[config.mk]
export PLATFORM = sky130hd
export DESIGN_NAME = fc_fold_sched
export DESIGN_NICKNAME = d
export VERILOG_FILES = /design/src/rtl/fc_fold_sched.sv
export SDC_FILE = /design/constraint.sdc
export NUM_CORES = 1
export LEC_CHECK = 0
export ABC_CLOCK_PERIOD_IN_PS = 2400
export BUFFER_PORTS_ARGS = -buffer_cell sky130_fd_sc_hd__clkbuf_2
export CAP_MARGIN = 20
export CORE_AREA = 2 2 145 147
export CTS_CLUSTER_DIAMETER = 150
export CTS_CLUSTER_SIZE = 40
export DETAILED_ROUTE_END_ITERATION = 16
export DIE_AREA = 0 0 147 149
export PLACE_DENSITY = 0.65
export SLEW_MARGIN = 25
export SYNTH_ARGS = -nofsm -noshare
export SYNTH_HDL_FRONTEND = slang
export SYNTH_SLANG_ARGS = --single-unit
[constraint.sdc]
create_clock -name clk -period 2.4 [get_ports clk]
set_input_delay 0.24 -clock clk [delete_from_list [all_inputs] [get_ports clk]]
set_output_delay 0.24 -clock clk [all_outputs]
set_load 0.005 [all_outputs]
[src/rtl/fc_fold_sched.sv]
// Fold sequencer for the binary FC layer: holds one activation vector, walks the
// weight/threshold bank through FOLD slices and thresholds returned popcounts.
module fc_fold_sched #(
  parameter  int DIM_IN   = 110,
  parameter  int DIM_OUT  = 32,
  parameter  int FOLD     = 4,
  parameter  int PIPE_LAT = 2,
  localparam int S        = DIM_OUT / FOLD,
  localparam int FW       = (FOLD > 1) ? $clog2(FOLD) : 1,
  localparam int CW       = $clog2(DIM_IN + 1)
) (
  input  logic                clk,
  input  logic                rst,
  input  logic                in_valid,
  output logic                in_ready,
  input  logic [DIM_IN-1:0]   in_data,
  output logic [DIM_IN-1:0]   act_hold,
  output logic [FW-1:0]       fold_idx,
  output logic                issue_vld,
  input  logic [S*CW-1:0]     pc_in,
  input  logic [S*CW-1:0]     thr_in,
  output logic                out_valid,
  input  logic                out_ready,
  output logic [DIM_OUT-1:0]  out_data,
  output logic                busy
);

  typedef enum logic [1:0] {IDLE, ISSUE, DRAIN, DONE} state_t;

  localparam logic [FW-1:0] LAST_IDX = FW'(FOLD - 1);

  state_t              state_q, state_d;
  logic [FW-1:0]       issue_cnt_q, issue_cnt_d;
  logic [DIM_IN-1:0]   act_q;
  logic [DIM_OUT-1:0]  out_data_q;
  logic                cap_vld;
  logic [FW-1:0]       cap_idx;
  logic [S-1:0]        cap_bits;
  logic                accept;
  logic                last_cap;

  assign in_ready  = (state_q == IDLE) && !rst;
  assign accept    = in_valid && in_ready;
  assign issue_vld = (state_q == ISSUE);
  assign fold_idx  = issue_cnt_q;
  assign out_valid = (state_q == DONE);
  assign busy      = (state_q != IDLE);
  assign act_hold  = act_q;
  assign out_data  = out_data_q;
  assign last_cap  = cap_vld && (cap_idx == LAST_IDX);

  // Tag pipe mirrors the datapath latency so each popcount return knows its slice.
  if (PIPE_LAT == 0) begin : g_no_pipe
    assign cap_vld = issue_vld;
    assign cap_idx = issue_cnt_q;
  end else begin : g_pipe
    logic [PIPE_LAT-1:0] tag_vld_q;
    logic [FW-1:0]       tag_idx_q [PIPE_LAT];

    always_ff @(posedge clk) begin
      if (rst) begin
        tag_vld_q <= '0;
        for (int i = 0; i < PIPE_LAT; i++) tag_idx_q[i] <= '0;
      end else begin
        tag_vld_q[0] <= issue_vld;
        tag_idx_q[0] <= issue_cnt_q;
        for (int i = 1; i < PIPE_LAT; i++) begin
          tag_vld_q[i] <= tag_vld_q[i-1];
          tag_idx_q[i] <= tag_idx_q[i-1];
        end
      end
    end

    assign cap_vld = tag_vld_q[PIPE_LAT-1];
    assign cap_idx = tag_idx_q[PIPE_LAT-1];
  end

  for (genvar gi = 0; gi < S; gi++) begin : g_cmp
    assign cap_bits[gi] = (pc_in[gi*CW +: CW] >= thr_in[gi*CW +: CW]);
  end

  always_comb begin
    state_d     = state_q;
    issue_cnt_d = issue_cnt_q;
    case (state_q)
      IDLE: begin
        if (accept) begin
          state_d     = ISSUE;
          issue_cnt_d = '0;
        end
      end
      ISSUE: begin
        // Counter saturates on the last slice so fold_idx stays put through DONE.
        if (issue_cnt_q == LAST_IDX) state_d = last_cap ? DONE : DRAIN;
        else                         issue_cnt_d = issue_cnt_q + FW'(1);
      end
      DRAIN: begin
        if (last_cap) state_d = DONE;
      end
      DONE: begin
        if (out_ready) begin
          state_d     = IDLE;
          issue_cnt_d = '0;
        end
      end
      default: state_d = IDLE;
    endcase
  end

  always_ff @(posedge clk) begin
    if (rst) begin
      state_q     <= IDLE;
      issue_cnt_q <= '0;
      act_q       <= '0;
      out_data_q  <= '0;
    end else begin
      state_q     <= state_d;
      issue_cnt_q <= issue_cnt_d;
      if (accept) begin
        act_q      <= in_data;
        out_data_q <= '0;
      end else if (cap_vld) begin
        out_data_q[int'(cap_idx)*S +: S] <= cap_bits;
      end
    end
  end

endmodule
==> results of run 1 <==
[synth_stat cells, drive strengths merged (9+ instances only)]
cell    instances
dfxtp         152
nand2b        120
o21ai         118
nand2         111
ha             68
inv            61
a22o           32
clkbuf         24
nand4          16
buf            14
a21oi          13
a21o           11
nor2b          11
a31oi           9
[area by class of cell]
class | count | area (µm²)
timing repair buffer | 424 | 2370
inverter | 61 | 229
clock inverter | 13 | 135
tap | 275 | 344
multi-input combinational | 542 | 3510
sequential | 152 | 3040
clock buffer | 19 | 443
fill | 1995 | 10500
[worst max-delay path: cells and delay by family (launching register included)]
kind,cells,cell delay (ps)
compound gates,2,490
fa+ha+maj,1,260
buf+inv,1,110
flops,1,420
simple gates,2,750
[registers in the layout, indices dropped and copies added (netlist names)]
register,cells
act_hold,110
g_pipe.tag_idx_q,4
fold_idx,2
state_q,2
g_pipe.tag_vld_q,2
out_data,32
[stage by stage]
step | total power, mW | utilization (%) | hold slack [ps] | setup WS (ps)
2_1_floorplan | 4.20 | - | 349 | 566
3_3_place_gp | 5.01 | 44.3 | 422 | 365
3_5_place_dp | 5.05 | 44.3 | 426 | 313
4_1_cts | 7.78 | 49.1 | 0.0603 | 299
5_1_grt | 8.14 | 49.1 | 6.71 | 97.1
6_report | 7.67 | 49.1 | 21.1 | 328
[layer usage]
layer  GRT usage [%]  wire length, µm
met4            5.67              388
met5               0                0
met3            5.90             1680
met1            20.2             8090
met2            31.3             9600
[power breakdown]
group,switching (mW),internal (mW)
Combinational,0.998,0.881
Sequential,0.233,2.92
Clock,1.14,1.49
Total,2.37,5.30
[cell families (layout without fill, tap and decap cells)]
group           after synthesis  count (layout)
fa+ha+maj                    68              68
flops                       152             152
mux                           2               2
compound gates              188             188
simple gates                284             284
buf+inv                      99             517
[timing repair]
| item | CTS | global route |
|---|---|---|
| hold buffers | 40 | 0 |
| gates resized for setup | 0 | 0 |
| hold endpoints to repair | 40 | 0 |
[worst max path at each step]
stage / from / cells after the start / to
2_1_floorplan: state_q[1]$_SDFFE_PP0P_ / 6 / out_data[30]$_SDFFE_PP0P_
3_3_place_gp: state_q[1]$_SDFFE_PP0P_ / 6 / out_data[30]$_SDFFE_PP0P_
3_5_place_dp: state_q[1]$_SDFFE_PP0P_ / 6 / out_data[30]$_SDFFE_PP0P_
4_1_cts: state_q[1]$_SDFFE_PP0P_ / 6 / out_data[30]$_SDFFE_PP0P_
5_1_grt: state_q[1]$_SDFFE_PP0P_ / 6 / out_data[31]$_SDFFE_PP0P_
6_report: state_q[1]$_SDFFE_PP0P_ / 6 / out_data[30]$_SDFFE_PP0P_
==> results.ini, run 1 <==
[drt]
vias_per_cell = 4.53
drc_errors = 0
dr.pass1.iters = 7
final_antenna_net_count = 0
avgRoutedWirePerCell_um = 13.3
drt-initial-drc-count = 275
via_count = 6733
drt-total-wl_um = 19800

[placed_design]
dp_hpwl_um = 15100
port_buffers = 373
dpl_cell_area_um2 = 9100
routabilityCongestion = 0.817
place_inst = 1414

[critical_path]
required_ps = 2760
endpoint_kind = flip-flop
critical_path.max_fanout = 8
r2r_cells = 6
slowest_delay_ps = 470
cpMaxStageDelayCell = nor4b_4
r2r_end = out_data[30]$_SDFFE_PP0P_
path_class = flip-flop to flip-flop
crit_chain = inv_1, ha_1, a21o_1, or2_4, nor4b_4, a22o_1
cp_data_arrival_time_ps = 2430
rr_startpoint = state_q[1]$_SDFFE_PP0P_
rrSetupSlack_ps = 330
startpoint_type = flip-flop

[worst_hold_path]
worstHoldStart = in_data[93]
min_path_type = input port to flip-flop
whs_endpoint = act_hold[93]$_SDFFE_PP0P_
hold_depth = 3

[sta]
relSlewSlack_pct = 56.5
rsz0062_at_grt = no
slew_viol_final = 0
worstMarginPinSlew_ps = 652
fin_skew_ps = 13.7
clock.fmax_mhz = 483
hold_violations = 0
finalCritPeriodShare_pct = 86.3
layout_min_cycle_time_ps = 2070
final.setup.tns_ps = 0
setup_viol = 0

[logic_synthesis]
synth_xor_xnor_area_share_pct = 0
synth_top_area_cell = dfxtp_1
ys_top_cells_by_area = dfxtp_1 43%, ha_1 12%, nand2b_1 11%, o21ai_0 8.4%, nand2_1 5.9%
syn_inst = 793
synth_top_family_by_area = simple AND/OR/NAND/NOR gates
postSynthAreaPerCell_um2 = 8.84
synth.area.mux_share_pct = 0.286
synth_top_area_share_pct = 43.4
yosys_register_bits = 152
synthSimpleGateAreaFrac_pct = 21.7
synth.distinct_cells = 31
synth_compound_area_share_pct = 16.0
ys_warn_count = 0
synthArstFlopShare_pct = 0
syn_area_um2 = 7010
synth_edf_count = 0
ys.flop_type = dfxtp_1
yosys.area_share.adder_pct = 12.1
ys_seq_area_share_pct = 43.4
syn-num-nets = 1087

[cts]
cts_buffers = 17
cts_tree = yes
path_clk_slew_ps = 70
clockBufferDepth = 2
clkSinkCount = 152
cts_root_buffer = clkbuf_16
post-cts-setup-buffers = 0
cts-htree-levels = 4
insertion_delay_ps = 420

[die]
ios = 374
initial_core_util_pct = 34.1
core.rowCount = 53
dieWidth_um = 147
die-area_um2 = 21900
die_h_um = 149
core_area_um2 = 20600

[pwr]
power_density_nw_per_um2 = 761
p_leak_nw = 5.04
irDropWorstVdd_uv = 478

[global_route]
grt_pass1_vias = 6473
grtUsageTotal_pct = 17.7
antenna_found_initial = 0
grt_max_degree = 84
grt_pass1_wl_um = 31300
grt-ovfl-total = 0

[layout]
drive_gt1_share_pct = 34.8
final_area_um2 = 10100
fin_nets = 1492
antenna_cells = 0
fin_cells = 1486
syn_to_final_growth_pct = 43.9
layout_commonest_cell = clkbuf_2
layout_common_cells = 373 x clkbuf_2, 152 x dfxtp_1, 120 x nand2b_1

[outcome]
status = complete, no violations

[flow_run]
cap_viol_max_count = 0

Power figures use the tool's default switching activity.
==> run 2, diff against run 1 <==
REMOVE_ABC_BUFFERS = 1   (was unset)
==> results.ini, run 2 (synthesized netlist as in run 1, its figures left out) <==
[die]
core.rowCount = 53  ; unchanged
dieWidth_um = 147  ; unchanged
die_h_um = 149  ; unchanged
ios = 374  ; unchanged
die-area_um2 = 21900  ; unchanged
initial_core_util_pct = 34.1  ; unchanged
core_area_um2 = 20600  ; unchanged

[layout]
layout_common_cells = 372 x clkbuf_2, 152 x dfxtp_1, 120 x nand2b_1
layout_commonest_cell = clkbuf_2
syn_to_final_growth_pct = 49.0
drive_gt1_share_pct = 33.9  ; -0.84 points
fin_util_pct = 50.8  ; +1.8 points
fin_nets = 1525  ; +2.2%
largest_reg_flops = 110  ; unchanged

[critical_path]
r2r_end = out_data[30]$_SDFFE_PP0P_
path_class = flip-flop to flip-flop
required_ps = 2760  ; about the same
startpoint_type = flip-flop
cpMaxStageDelayCell = nor4b_4
endpoint_kind = flip-flop
crit_buf_inv = 1  ; unchanged
cp_top_family = simple AND/OR/NAND/NOR gates
slowest_delay_ps = 450  ; -20 ps
rrSetupSlack_ps = 350  ; +20 ps
critical_path.max_fanout = 8  ; unchanged
cp_data_arrival_time_ps = 2420  ; about the same
rr_startpoint = state_q[1]$_SDFFE_PP0P_
r2r_cells = 6  ; unchanged
crit_chain = inv_1, ha_1, a21o_1, or2_4, nor4b_4, a22o_1

[pwr]
switching_power_mw = 2.46  ; +3.8%
p_leak_nw = 5.18  ; +2.9%
irDropWorstVdd_uv = 552  ; +16%
p_comb_share_pct = 24.6  ; about the same
power_density_nw_per_um2 = 755  ; -0.74%
p_clk_share_pct = 35.5  ; +1.2 points
pwr-share-seq_pct = 39.9  ; -1.3 points
p_int_mw = 5.42  ; +2.4%
switching_share_pct = 31.2  ; +0.30 points

[cts]
cts_tree = yes
clkSinkCount = 152  ; unchanged
post_cts_resized = 0  ; unchanged
path_clk_slew_ps = 70  ; about the same
cts_root_buffer = clkbuf_16
insertion_delay_ps = 430  ; about the same
cts-htree-levels = 4  ; unchanged
clockBufferDepth = 2  ; unchanged
cts_buffers = 17  ; unchanged

[drt]
drt-total-wl_um = 21300  ; +7.8%
final_antenna_net_count = 0  ; unchanged
drc_errors = 0  ; unchanged
vias_per_cell = 4.53  ; -0.13%
drt-initial-drc-count = 220  ; -20%
avgRoutedWirePerCell_um = 14.0  ; +5.3%
via_count = 6878  ; +2.2%
dr.pass1.iters = 5  ; -2

[placed_design]
dp_hpwl_um = 15600  ; +3.2%
port_buffers = 373  ; unchanged
routabilityCongestion = 0.754  ; -7.7%

[global_route]
grt_busiest_layer = met2
grt-ovfl-total = 0  ; unchanged
antenna_found_initial = 1  ; +1
grt_pass1_wl_um = 33000  ; +5.6%
grt_use_met3_pct = 7.49  ; +1.6 points
grt_max_degree = 103  ; +23%
grt_pass1_vias = 6689  ; +3.3%
grtUsageMet2_pct = 33.8  ; +2.6 points
grtUsageTotal_pct = 19.0  ; +1.3 points
met1_usage_pct = 20.5  ; +0.28 points

[sta]
relSlewSlack_pct = 54.2  ; -2.3 points
clock.fmax_mhz = 487  ; +0.96%
hold_violations = 0  ; unchanged
fin_skew_ps = 7.59  ; -6.14 ps
rsz0062_at_grt = no
worstMarginPinSlew_ps = 680  ; +27.4 ps
setup_viol = 0  ; unchanged
finalCritPeriodShare_pct = 85.5  ; -0.82 points
slew_viol_final = 0  ; unchanged
layout_min_cycle_time_ps = 2050  ; -19.7 ps
hold_ws_ps = 18.5  ; -2.64 ps

[worst_hold_path]
whs_endpoint = act_hold[78]$_SDFFE_PP0P_
min_path_type = input port to flip-flop
worstHoldStart = in_data[78]
hold_depth = 3  ; unchanged

[outcome]
status = complete, no violations

[flow_run]
cap_viol_max_count = 0  ; unchanged

[run 2: final cells by class]
cell class | instances | area [µm²]
clock inverter | 15 | 181
tap | 275 | 344
timing repair buffer | 457 | 2710
antenna | 1 | 2.50
inverter | 61 | 229
multi-input combinational | 542 | 3510
fill | 1941 | 10100
sequential | 152 | 3040
clock buffer | 17 | 425
[run 2: worst max-delay path by stage]
| stage | from | to | slack, ps | cells after the start |
|---|---|---|---|---|
| 4_1_cts | state_q[1]$_SDFFE_PP0P_ | out_data[30]$_SDFFE_PP0P_ | 320 | 6 |
| 5_1_grt | state_q[1]$_SDFFE_PP0P_ | out_data[30]$_SDFFE_PP0P_ | 120 | 6 |
| 2_1_floorplan | state_q[0]$_SDFFE_PP0P_ | act_hold[0]$_SDFFE_PP0P_ | -2310 | 5 |
| 3_3_place_gp | state_q[1]$_SDFFE_PP0P_ | out_data[30]$_SDFFE_PP0P_ | 410 | 6 |
| 6_report | state_q[1]$_SDFFE_PP0P_ | out_data[30]$_SDFFE_PP0P_ | 350 | 6 |
| 3_5_place_dp | state_q[1]$_SDFFE_PP0P_ | out_data[30]$_SDFFE_PP0P_ | 340 | 6 |
[run 2: layer usage]
metal / part of all wire (%) / up-vias
li1: - / 3552
met1: 39 / 3021
met2: 49 / 276
met3: 9.2 / 29
met4: 2.2 / 0
met5: 0 / -
[run 2: timing repair]
item / 4_1_cts / 5_1_grt
hold endpoints to repair: 73 / 0
buffers inserted: 0 / 0
hold buffers: 73 / 0
[run 2: metrics by stage]
step	setup TNS (ps)	instance area [µm²]	setup WS [ps]	instances	total power, mW
after detailed placement	0	9100	344	1414	5.05
after floorplan	-254560	6780	-2310	755	4.13
final	0	10400	348	1520	7.88
after global placement	0	9100	415	1414	5.01
after CTS	0	10400	315	1519	7.98
after global routing	0	10400	123	1520	8.36
[run 2: power groups by stage]
| stage | combinational [mW] | clock [mW] | sequential (mW) |
|---|---|---|---|
| final | 1.94 | 2.80 | 3.15 |
| after global routing | 2.19 | 2.98 | 3.20 |
| after CTS | 1.96 | 2.88 | 3.14 |
| after detailed placement | 1.86 | 0 | 3.19 |
| after global placement | 1.82 | 0 | 3.18 |
| after floorplan | 0.914 | 0 | 3.21 |
[run 2: worst min-delay path, stage by stage]
cell	delay (ps)
clkbuf_2	70
nand2_1	30
o21ai_0	60
